<file path="src/rtl/conv_window_fetch_if.sv">
// rtl/conv_window_fetch_if.sv - ROM address/pixel bus and window valid/ready stream
interface conv_window_fetch_if #(
  parameter int ADDR_W = 5,
  parameter int K      = 3
);
  logic [ADDR_W-1:0] o_addr;
  logic              i_pixel;
  logic [K*K-1:0]    o_window;
  logic              o_win_valid;
  logic              i_win_ready;

  modport master (
    output o_addr, o_window, o_win_valid,
    input  i_pixel, i_win_ready
  );

  modport slave (
    input  o_addr, o_window, o_win_valid,
    output i_pixel, i_win_ready
  );
endinterface

</file>
<file path="src/rtl/conv_window_fetch.sv">
// rtl/conv_window_fetch.sv - raster-scan KxK binary window fetcher (optional WINDOW_REUSE_EN)
module conv_window_fetch #(
  parameter int IMG_W  = 5,
  parameter int IMG_H  = 5,
  parameter int K      = 3,
  parameter int ADDR_W = 5
) (
  input  logic i_clk,
  input  logic i_rst_n,
  input  logic i_start,
  conv_window_fetch_if.master bus,
  output logic o_busy,
  output logic o_done
);
  localparam int NTAP  = K * K;
  localparam int POS_W = $clog2((IMG_W > IMG_H ? IMG_W : IMG_H) + 1);
  localparam int K_W   = $clog2(NTAP + 1);

  localparam logic [POS_W-1:0] LAST_ROW     = POS_W'(IMG_H - K);
  localparam logic [POS_W-1:0] LAST_COL     = POS_W'(IMG_W - K);
  localparam logic [K_W-1:0]   LAST_TAP     = K_W'(NTAP - 1);
  localparam logic [K_W-1:0]   LAST_COL_TAP = K_W'(K - 1);

  typedef enum logic [1:0] {
    S_IDLE,
    S_FETCH,
    S_PRESENT,
    S_DONE
  } state_t;

  state_t            state_q, state_d;
  logic [POS_W-1:0]  row_q, row_d;
  logic [POS_W-1:0]  col_q, col_d;
  logic [K_W-1:0]    k_q, k_d;
  logic              reuse_q, reuse_d;
  logic [NTAP-1:0]   window_q, window_d;
  int                tap_kr, tap_kc, wr_idx;
  logic [ADDR_W-1:0] addr;

  // Tap geometry from registered counters only: full fetch walks row-major, reuse fetch walks the right column
  always_comb begin
    tap_kr = int'(k_q) / K;
    tap_kc = int'(k_q) % K;
    if (reuse_q) begin
      tap_kr = int'(k_q);
      tap_kc = K - 1;
    end
    wr_idx = tap_kr * K + tap_kc;
    addr   = '0;
    if (state_q != S_IDLE) begin
      addr = ADDR_W'((int'(row_q) + tap_kr) * IMG_W + int'(col_q) + tap_kc);
    end
  end

  // State and counter registers
  always_ff @(posedge i_clk) begin
    if (!i_rst_n) begin
      state_q  <= S_IDLE;
      row_q    <= '0;
      col_q    <= '0;
      k_q      <= '0;
      reuse_q  <= 1'b0;
      window_q <= '0;
    end else begin
      state_q  <= state_d;
      row_q    <= row_d;
      col_q    <= col_d;
      k_q      <= k_d;
      reuse_q  <= reuse_d;
      window_q <= window_d;
    end
  end

  // Next-state: fetch taps, present the window, advance the raster position on handshake
  always_comb begin
    state_d  = state_q;
    row_d    = row_q;
    col_d    = col_q;
    k_d      = k_q;
    reuse_d  = reuse_q;
    window_d = window_q;
    unique case (state_q)
      S_IDLE: begin
        if (i_start) begin
          state_d = S_FETCH;
          row_d   = '0;
          col_d   = '0;
          k_d     = '0;
          reuse_d = 1'b0;
        end
      end
      S_FETCH: begin
        for (int i = 0; i < NTAP; i++) begin
          if (i == wr_idx) window_d[i] = bus.i_pixel;
        end
        if (k_q == (reuse_q ? LAST_COL_TAP : LAST_TAP)) begin
          state_d = S_PRESENT;
        end else begin
          k_d = k_q + K_W'(1);
        end
      end
      S_PRESENT: begin
        if (bus.i_win_ready) begin
          if (row_q == LAST_ROW && col_q == LAST_COL) begin
            state_d = S_DONE;
          end else begin
            state_d = S_FETCH;
            k_d     = '0;
            if (col_q == LAST_COL) begin
              col_d   = '0;
              row_d   = row_q + POS_W'(1);
              reuse_d = 1'b0;
            end else begin
              col_d = col_q + POS_W'(1);
`ifdef WINDOW_REUSE_EN
              // Shift left one column; the right column is refetched before presenting
              reuse_d  = 1'b1;
              window_d = window_q >> 1;
`endif
            end
          end
        end
      end
      S_DONE: begin
        state_d = S_IDLE;
      end
      default: state_d = S_IDLE;
    endcase
  end

  assign bus.o_addr      = addr;
  assign bus.o_window    = window_q;
  assign bus.o_win_valid = (state_q == S_PRESENT);
  assign o_busy          = (state_q != S_IDLE);
  assign o_done          = (state_q == S_DONE);
endmodule

</file>
<file path="src/flat_wrapper.sv">
// flat-port wrapper written by rule: the top's interface ports become plain ports
module conv_window_fetch_flat 
#(
  parameter int IMG_W  = 5,
  parameter int IMG_H  = 5,
  parameter int K      = 3,
  parameter int ADDR_W = 5
)
  (i_clk, i_rst_n, i_start, o_busy, o_done, bus_o_addr, bus_o_window, bus_o_win_valid, bus_i_pixel, bus_i_win_ready);
  conv_window_fetch_if #(.ADDR_W(ADDR_W), .K(K)) bus_i ();
  input  logic i_clk;
  input  logic i_rst_n;
  input  logic i_start;
  output logic o_busy;
  output logic o_done;
  output wire logic [$bits(bus_i.o_addr)-1:0] bus_o_addr;
  output wire logic [$bits(bus_i.o_window)-1:0] bus_o_window;
  output wire logic [$bits(bus_i.o_win_valid)-1:0] bus_o_win_valid;
  input wire logic [$bits(bus_i.i_pixel)-1:0] bus_i_pixel;
  input wire logic [$bits(bus_i.i_win_ready)-1:0] bus_i_win_ready;
  assign bus_o_addr = bus_i.o_addr;
  assign bus_o_window = bus_i.o_window;
  assign bus_o_win_valid = bus_i.o_win_valid;
  assign bus_i.i_pixel = bus_i_pixel;
  assign bus_i.i_win_ready = bus_i_win_ready;
  conv_window_fetch #(.IMG_W(IMG_W), .IMG_H(IMG_H), .K(K), .ADDR_W(ADDR_W)) u_core (.i_clk(i_clk), .i_rst_n(i_rst_n), .i_start(i_start), .bus(bus_i), .o_busy(o_busy), .o_done(o_done));
endmodule
</file>
<file path="config.mk">
export PLATFORM = sky130hd
export DESIGN_NAME = conv_window_fetch_flat
export DESIGN_NICKNAME = d
export VERILOG_FILES = /design/src/rtl/conv_window_fetch_if.sv /design/src/rtl/conv_window_fetch.sv /design/src/flat_wrapper.sv
export SDC_FILE = /design/constraint.sdc
export NUM_CORES = 1
export LEC_CHECK = 0
export BUFFER_PORTS_ARGS = -buffer_cell sky130_fd_sc_hd__buf_4
export CAP_MARGIN = 30
export CORE_ASPECT_RATIO = 1.25
export CORE_MARGIN = 2
export CORE_UTILIZATION = 55
export DETAILED_ROUTE_END_ITERATION = 16
export GPL_TIMING_DRIVEN = 0
export PLACE_DENSITY_LB_ADDON = 0.05
export SLEW_MARGIN = 20
export SYNTH_ARGS = -nofsm -noshare
export SYNTH_HDL_FRONTEND = slang
export SYNTH_SLANG_ARGS = --single-unit
</file>
<file path="constraint.sdc">
create_clock -name i_clk -period 8.5 [get_ports i_clk]
set_input_delay 0.85 -clock i_clk [delete_from_list [all_inputs] [get_ports i_clk]]
set_output_delay 0.85 -clock i_clk [all_outputs]
set_load 0.01 [all_outputs]
</file>
==> metrics.md, run 1 <==
| Metric | Value |
|---|---|
| Final setup vio count | `0` |
| Wirelength per Cell | `13.7 µm` |
| Resize count post-CTS | `0` |
| Area added between synthesis and finish | `11.8%` |
| Area of the multi-input gates | `0.00168 mm²` |
| Global Route Usage Sum | `23.3%` |
| Max-slew violation total from the final report | `0` |
| Post-synth EDFFs | `0` |
| CTS tree | `done` |
| # hold bufs at CTS | `0` |
| Slowest-stage cell, CP | `fa_1` |
| Syn_area_per_cell | `a little over 8 µm²` |
| Adder-Cell Fraction of Synth Area | `20.9%` |
| Synthesized area | `0.00225 mm²` |
| Worst-path clk slew | `0.08 ns` |
| Yosys reg bits | `21` |
| Final GP Congestion | `approximately 0.87` |
| Setup crit end kind | `primary output` |
| Max-cap violations | `0` |
| Core area | `0.00400 mm²` |
| Syn Inst Count | `276` |
| Post-synthesis mux area share | `roughly 5.2%` |
| Worst Tran Pin Value | `0.794 ns` |
| GR Overflow Total | `0` |
| Top_reg_cell synth | `dfxtp_1` |
| Peak Freq | `141 MHz` |
| Routed WL | `about 4900 µm` |
| Setup CP Type | `register to primary output` |
| Status | `complete, no violations` |
| Ys Warns | `0` |
| HP Class | `register to register` |
| H-tree depth | `1` |
| Vias in the first global route | `1848` |
| Drt first-iter violations | `91` |
| Deepest clock path buffer count | `2` |
| Share of post-route cells with drive strength above 1 | `14.7%` |
| Final hold violations | `0` |
| Vias post-DR | `1987` |
| Final core occ | `62.9%` |
| Distinct cells, synth | `56` |
| Pin count of the biggest net entering global routing | `13` |
| Die area | `0.00463 mm²` |
| Root buffer cell | `clkbuf_8` |
| Crit path DAT | `6.24 ns` |
| Routed vias/inst | `5.58` |
| Post-route clock period utilization | `83.4%` |
| Post-layout min period | `7.09 ns` |
| Req. time, crit path | `7.65 ns` |
| Largest family of logic cells by synthesized area | `simple AND/OR/NAND/NOR gates` |
| Nets | `340` |
| WHS | `between 0.4 and 0.5 ns` |
| Antenna Cells | `0` |
| Clock Latency Late Sink | `roughly 0.26 ns` |
| Slew margin rel. | `46.6%` |
| IO Port Bufs | `20` |
| CP max FO | `9` |
| Maximum vdd drop | `0.125 mV` |
| CP top delay family | `adder cells` |
| Final setup TNS | `0 ns` |
| Dpl hpwl | `slightly below 4000 µm` |
| # IOs | `22` |
| Register area share after synthesis | `18.7%` |
| Die extent in x | `61.2 µm` |
| Async SR Flop Fraction | `0%` |
| R2R setup slack | `3.13 ns` |
| Buf/Inv on CP | `8` |
| Xor/xnor share of the synthesized area | `5.06%` |
| Drt drc | `0` |
| Register area | `420 µm²` |
| Syn nets | `315` |
| CP Launch Type | `register` |
| Fillers | `a little under 400` |
| Area fraction of the dominant cell type after synthesis | `between 10% and 20%` |
| RSZ-0062 raised after global routing | `false` |
| Total CTS buffers | `3` |
| Compound-Gate Fraction of Synth Area | `19.1%` |
| Initial antenna violation count | `0` |
| Synth Area in Simple Gates | `24.6%` |
| Tot Pwr | `0.213 mW` |
| CP peak stage delay | `roughly 0.52 ns` |
| Area leader, netlist | `dfxtp_1` |
| Clk sinks | `21` |
| Die Y | `between 70 and 80 µm` |
| ANT nets after route | `0` |
| Post-CTS Repair Setup Buffers | `0` |
| Clock skew | `~0.0019 ns` |
| Synth top area cells | `dfxtp_1 (19%), ha_1 (16%), fa_1 (5.3%), nand2_1 (4.7%), mux2i_1 (4.0%)` |
| Power density cells | `84.4 mW/mm²` |
| # rows | `26` |
| DR pass1 iterations | `4` |
| Leak pwr | `1.22 nW` |
| Starting Density | `56.3%` |
| First-pass GRT wire length | `8180 µm` |
| Most frequent cells in the layout | `nand2_1 (28), ha_1 (28), inv_1 (22), nor2_1 (22)` |
## logic make-up (layout without fill, tap and decap cells)
logic type               count (synthesis)  in the layout
multiplexers                            11             11
buffers and inverters                   33             57
XOR/XNOR                                13             13
AND/OR/NAND/NOR                        106            106
AO/OA/AOI/OAI                           58             58
flip-flops                              21             21
adder cells (fa/ha/maj)                 34             34
## registers in the layout, summed over array words and instances (netlist names)
signal               cells
u_core.bus.o_window      9
u_core.k_q               4
u_core.col_q             3
u_core.row_q             3
u_core.state_q           2
## per-stage QoR
stage | setup WS, ns | instance area, µm² | instances
after floorplan | 2.27 | 2250 | 276
after global placement | 1.69 | 2470 | 352
after detailed placement | 1.68 | 2470 | 352
after CTS | 1.37 | 2520 | 356
after global routing | 0.902 | 2520 | 356
final | 1.41 | 2520 | 356
## metal layers
metal  share of wire, %  GRT usage, %  routed length (µm)
met1                 43          27.6                2080
met2                 52          44.2                2550
met3                3.4          4.07                 165
met4                1.2          2.66                  59
met5                  0             0                   0
## cell type report
cell class,instances,area share [%]
Multi-Input combinational cell,222,66.9
Sequential cell,21,16.7
Timing Repair Buffer,20,5.96
Inverter,23,3.53
Tap cell,56,2.78
Buffer,10,2.33
Clock buffer,3,1.64
Clock inverter,1,0.199
## cells in the mapped netlist, drive strengths merged, types with 7 or more instances
cell type	number
inv	23
nor3	7
a21o	8
nor2	22
a21oi	11
nand2	29
nor2b	7
ha	28
dfxtp	21
nand3	12
o21ai	12
mux2i	9
xnor2	9
## worst paths after layout
path	depth (start not counted)	startpoint	to
max	28	u_core.k_q[2]$_SDFFE_PN0P_	bus_o_addr[4]
max reg2reg	21	u_core.k_q[2]$_SDFFE_PN0P_	u_core.bus.o_window[0]$_SDFFE_PN0P_
min reg2reg	2	u_core.bus.o_window[5]$_SDFFE_PN0P_	u_core.bus.o_window[5]$_SDFFE_PN0P_
min	2	u_core.bus.o_window[5]$_SDFFE_PN0P_	u_core.bus.o_window[5]$_SDFFE_PN0P_
## worst min-delay path: stages (launching register included)
cell	delay, ns
dfxtp_1	0.31
nand2_1	0.05
mux2i_1	0.05
## power by group
group	switching, mW	total, mW	internal (mW)
registers	0.00243	0.103	0.101
logic	0.0252	0.0419	0.0167
clock network	0.0349	0.0676	0.0327
total	0.0625	0.213	0.150
No activity file was read; power rests on OpenSTA's default activity.
==> inputs of run 2 (changes only) <==
==> constraint.sdc (replaced) <==
create_clock -name i_clk -period 6.59 [get_ports i_clk]
set_input_delay 0.659 -clock i_clk [delete_from_list [all_inputs] [get_ports i_clk]]
set_output_delay 0.659 -clock i_clk [all_outputs]
set_load 0.01 [all_outputs]
==> run 2 against run 1 <==
Flip-flop and latch count unchanged; combinational power grew 31%; register-to-register slack got worse by 1.5 ns.
==> metrics.md, run 2 (synthesis gave the netlist of run 1 again) <==
| Metric | Value |
|---|---|
| Status | `complete, no violations` |
| Slowest-stage cell, CP | `fa_1` |
| Power density cells | `106 mW/mm²` |
| Area added between synthesis and finish | `16.1%` |
| Post-layout min period | `6.22 ns` |
| # rows | `26` |
| Global Route Usage Sum | `23.3%` |
| Peak Freq | `161 MHz` |
| Routed WL | `5050 µm` |
| Clk sinks | `21` |
| Die extent in x | `roughly 61 µm` |
| Worst Tran Pin Value | `0.833 ns` |
| Core area | `0.00400 mm²` |
| First-pass GRT wire length | `8160 µm` |
| Routed vias/inst | `5.60` |
| Post-route setup slack | `approximately 0.37 ns` |
| Crit path DAT | `5.56 ns` |
| Root buffer cell | `clkbuf_8` |
| CTS tree | `done` |
| R2R setup slack | `~1.6 ns` |
| CP peak stage delay | `0.51 ns` |
| Final GP Congestion | `0.871` |
| Post-route insts no fill | `362` |
| Drt first-iter violations | `99` |
| Maximum vdd drop | `0.161 mV` |
| Cells after DPL | `352` |
| Wirelength per Cell | `13.9 µm` |
| # hold bufs at CTS | `0` |
| HP Class | `register to register` |
| DR pass1 iterations | `4` |
| Max-slew violation total from the final report | `0` |
| Drt drc | `0` |
| ANT nets after route | `0` |
| GR Overflow Total | `0` |
| H-tree depth | `1` |
| Final hold violations | `0` |
| Setup CP Type | `register to primary output` |
| Final setup vio count | `0` |
| Share of post-route cells with drive strength above 1 | `just over 20%` |
| Max-cap violations | `0` |
| Starting Density | `56.3%` |
| Post-route clock period utilization | `approximately 94%` |
| WHS | `0.463 ns` |
| Pre-CTS setup slack | `-0.0373 ns` |
| Deepest clock path buffer count | `2` |
| Antenna Cells | `0` |
| Pin count of the biggest net entering global routing | `13` |
| Nets | `346` |
| Commonest non-fill, non-tap cell in the layout | `buf_4` |
| RSZ-0062 raised after global routing | `false` |
| Dpl hpwl | `between 3000 and 4000 µm` |
| Final setup TNS | `0 ns` |
| CP Launch Type | `register` |
| Setup crit end kind | `primary output` |
| Vias in the first global route | `1845` |
| Finished Cell Area | `about 0.0026 mm²` |
| IO Port Bufs | `20` |
| CP max FO | `9` |
| Most frequent cells in the layout | `buf_4 (28), nand2_1 (27), ha_1 (26)` |
| Req. time, crit path | `5.93 ns` |
| Final core occ | `65.3%` |
| Largest register FFs | `9` |
| Initial antenna violation count | `0` |
| Placed cell area | `0.00247 mm²` |
| Die Y | `75.5 µm` |
| Worst path most repeated cell | `xnor2_1` |
| Clock Latency Late Sink | `0.26 ns` |
| Tot Pwr | `about 0.28 mW` |
| Slew margin rel. | `between 40% and 50%` |
| Leak pwr | `1.27 nW` |
| Die area | `0.00463 mm²` |
| Clock skew | `0.00171 ns` |
| Worst-path clk slew | `0.08 ns` |
| Vias post-DR | `2027` |
| Total CTS buffers | `3` |
| # IOs | `22` |
==> run 2: path summary, 6_finish.rpt <==
path / from / to / cells past startpoint
min: u_core.bus.o_window[5]$_SDFFE_PN0P_ / u_core.bus.o_window[5]$_SDFFE_PN0P_ / 2
max reg2reg: u_core.k_q[2]$_SDFFE_PN0P_ / u_core.bus.o_window[0]$_SDFFE_PN0P_ / 22
max: u_core.k_q[2]$_SDFFE_PN0P_ / bus_o_addr[4] / 28
min reg2reg: u_core.bus.o_window[5]$_SDFFE_PN0P_ / u_core.bus.o_window[5]$_SDFFE_PN0P_ / 2
==> run 2: power breakdown <==
part	switching, mW	leakage, nW	total [mW]	internal, mW
logic	0.0327	1.07	0.0549	0.0222
registers	0.00342	0.171	0.133	0.130
clock network	0.0456	0.0255	0.0879	0.0422
total	0.0818	1.27	0.276	0.194
==> run 2: layout make-up <==
| cell class | count | area [µm²] |
|---|---|---|
| Inverter | 23 | 88.8 |
| Timing Repair Buffer | 26 | 195 |
| Sequential cell | 21 | 424 |
| Tap cell | 56 | 70.1 |
| Clock buffer | 3 | 41.3 |
| Fill cell | 386 | 1390 |
| Buffer | 10 | 65.1 |
| Multi-Input combinational cell | 222 | 1720 |
| Clock inverter | 1 | 5.00 |
==> run 2: critical path: cells and delay by family, from the launching register on <==
family	cells	cell delay [ns]
XOR/XNOR	6	0.92
adder cells (fa/ha/maj)	9	2.66
buffers and inverters	8	0.85
AND/OR/NAND/NOR	5	0.50
flip-flops	1	0.34
==> run 2: repair_timing <==
item | CTS | global route
endpoints found under the setup margin | 1 | 1
endpoints found under the hold margin | 0 | 0
buffers inserted | 1 | 5
pin swaps | 0 | 5
gates resized for setup | 5 | 13
==> run 2: per-layer routing <==
layer / part of all wire (%) / GRT usage (%) / up-vias
met5: 0 / 0 / -
met3: 3.6 / 4.07 / 6
met2: 53 / 43.6 / 47
met4: 1.0 / 3.86 / 0
li1: - / - / 1021
met1: 42 / 27.5 / 953
==> inputs of run 3 (changes only) <==
--- a/config.mk
+++ b/config.mk
@@ -13,6 +13,7 @@
 export DETAILED_ROUTE_END_ITERATION = 16
 export GPL_TIMING_DRIVEN = 0
 export PLACE_DENSITY_LB_ADDON = 0.05
+export SKIP_LAST_GASP = 1
 export SLEW_MARGIN = 20
 export SYNTH_ARGS = -nofsm -noshare
 export SYNTH_HDL_FRONTEND = slang
==> constraint.sdc (replaced) <==
create_clock -name i_clk -period 6.59 [get_ports i_clk]
set_input_delay 1.318 -clock i_clk [delete_from_list [all_inputs] [get_ports i_clk]]
set_output_delay 1.318 -clock i_clk [all_outputs]
set_load 0.01 [all_outputs]
==> run 3 against run 2 <==
Wire length rose by 7.6%; clock skew rose by 0.0027 ns; global-route usage rose by 1.6 points; sequential power barely moved; fmax fell by 2.9%; largest power group unchanged; die area did not move; cell count rose by 1.7%; final area rose by 6.4%; utilization rose by 4.2 points; non-clock buffer count rose by 6; first-iteration DRC count fell by 30%; sequential share of layout area fell by 0.75 points.
==> metrics.md, run 3 (synthesis gave the netlist of run 1 again) <==
| Metric | Value |
|---|---|
| R2R Path Start | `u_core.k_q[2]$_SDFFE_PN0P_` |
| Most frequent cells in the layout | `buf_4 (36), nand2_1 (26), ha_1 (22)` |
| Final setup vio count | `0` |
| Core area | `0.00400 mm²` |
| # IOs | `22` |
| Die area | `0.00463 mm²` |
| # rows | `26` |
| DR WL met2 | `2870 µm` |
| Clock Latency Late Sink | `0.27 ns` |
| Power density cells | `101 mW/mm²` |
| CTS tree | `done` |
| Nets | `352` |
| Antenna Cells | `0` |
| Crit path DAT | `a little over 5 ns` |
| Peak Freq | `roughly 160 MHz` |
| Commonest non-fill, non-tap cell in the layout | `buf_4` |
| Vias post-DR | `~2000` |
| Combinational Power Share | `between 20% and 30%` |
| Uppermost routed layer | `met4` |
| Met3 wire length | `171 µm` |
| CP Launch Point | `u_core.k_q[2]$_SDFFE_PN0P_` |
| Total CTS buffers | `3` |
| Pre-CTS setup slack | `-0.582 ns` |
| Hold Path Origin | `u_core.bus.o_window[0]$_SDFFE_PN0P_` |
| Post-route insts no fill | `around 370` |
| Vias in the first global route | `1972` |
| ANT nets after route | `0` |
| Routed vias/inst | `5.57` |
| Worst Tran Pin Value | `0.928 ns` |
| CP max FO | `5` |
| Status | `complete, no violations` |
| Starting Density | `a little under three fifths` |
| Req. time, crit path | `5.27 ns` |
| Die extent in x | `between 60 and 70 µm` |
| Share of post-route cells with drive strength above 1 | `26.9%` |
| Max-cap violations | `0` |
| Switch Pwr | `0.0840 mW` |
| Sw Ratio | `30.0%` |
| CP Launch Type | `register` |
| Post-route clock period utilization | `a little over nine tenths` |
| HP Class | `register to register` |
| Leak pwr | `1.31 nW` |
| Final core occ | `69.5%` |
| Drt first-iter violations | `69` |
| Root buffer cell | `clkbuf_8` |
| # hold bufs at CTS | `0` |
| Post-route setup slack | `0.192 ns` |
| M1 WL | `between 2000 and 2500 µm` |
| Drt drc | `0` |
| Clk sinks | `21` |
| DR pass1 iterations | `6` |
| Placed cell area | `0.00248 mm²` |
| Largest register FFs | `9` |
| Slew margin rel. | `37.6%` |
| Die Y | `roughly 76 µm` |
| Cells after DPL | `approximately 350` |
| Final hold violations | `0` |
| Area added between synthesis and finish | `23.5%` |
| Maximum vdd drop | `~0.13 mV` |
| Clock skew | `roughly 0.0044 ns` |
| IO Port Bufs | `20` |
| Max-slew violation total from the final report | `0` |
| Clk pwr share | `between 30% and 40%` |
| Sequential share of power | `48.0%` |
| H-tree depth | `1` |
| Routed WL | `5430 µm` |
| Setup crit end kind | `primary output` |
| Setup CP Type | `register to primary output` |
| GR Overflow Total | `0` |
| Cell-internal power | `0.196 mW` |
| Dpl hpwl | `~4000 µm` |
| Post-layout min period | `6.40 ns` |
| First-pass GRT wire length | `~8700 µm` |
| Global Route Usage Sum | `between 20% and 30%` |
| Wirelength per Cell | `14.8 µm` |
| Tot Pwr | `~0.28 mW` |
| Pin count of the biggest net entering global routing | `13` |
| Initial antenna violation count | `0` |
| Worst-path clk slew | `0.08 ns` |
| Final GP Congestion | `0.900` |
| Finished Cell Area | `0.00278 mm²` |
| Deepest clock path buffer count | `2` |
## run 3: power by group through the flow
stage          sequential, mW  clock (mW)  combinational [mW]
2_1_floorplan           0.136           0              0.0378
3_3_place_gp            0.136           0              0.0532
3_5_place_dp            0.136           0              0.0538
4_1_cts                 0.134      0.0896              0.0559
5_1_grt                 0.135      0.0936              0.0636
6_report                0.134      0.0885              0.0570
## run 3: path summary, 6_finish.rpt
check                                   endpoint  slack, ns  cells after the start
max                                bus_o_addr[4]       0.19                     25
min          u_core.bus.o_window[0]$_SDFFE_PN0P_       0.46                      2
max reg2reg  u_core.bus.o_window[0]$_SDFFE_PN0P_       1.90                     19
min reg2reg  u_core.bus.o_window[0]$_SDFFE_PN0P_       0.46                      2
## run 3: worst max-delay path, cell delays in order (launching register included)
cell and delay [ns]:
dfxtp_2 0.34, nor2b_4 0.18, ha_4 0.18, ha_4 0.16, inv_2 0.05, buf_4 0.13
a21boi_2 0.23, or2_4 0.20, nor2_4 0.04, nand2_2 0.09, ha_4 0.14, inv_1 0.04
fa_2 0.35, xor2_2 0.17, fa_1 0.54, inv_1 0.05, ha_2 0.17, fa_1 0.50
inv_2 0.04, fa_2 0.40, xnor2_2 0.16, xnor2_2 0.14, xnor2_1 0.17, xnor2_1 0.14
nor2_1 0.05, buf_4 0.15
## run 3: final cells by class
class / count / area (µm²)
multi-input combinational: 222 / 1840
fill: 337 / 1220
sequential: 21 / 430
timing repair buffer: 35 / 263
inverter: 23 / 91.3
tap: 56 / 70.1
clock buffer: 3 / 41.3
buffer: 7 / 38.8
clock inverter: 1 / 5.00
## run 3: per-stage QoR
stage / setup TNS, ns / hold slack [ns]
2_1_floorplan: 0 / 0.479
3_3_place_gp: -0.444 / 0.448
3_5_place_dp: -0.597 / 0.455
4_1_cts: -0.0629 / 0.467
5_1_grt: -0.0197 / 0.492
6_report: 0 / 0.463
## run 3: metal layers
| layer | GRT usage [%] | vias up |
|---|---|---|
| met2 | 46.2 | 45 |
| met3 | 4.07 | 12 |
| met4 | 7.49 | 0 |
| li1 | - | 1040 |
| met1 | 28.6 | 953 |
| met5 | 0 | - |
## run 3: repair_timing
| action | CTS | global route |
|---|---|---|
| resized for setup | 24 | 17 |
| endpoints found under the hold margin | 0 | 0 |
| pin swaps | 8 | 16 |
| setup endpoints to repair | 2 | 1 |
| gates cloned | 0 | 0 |
| setup buffers | 11 | 4 |
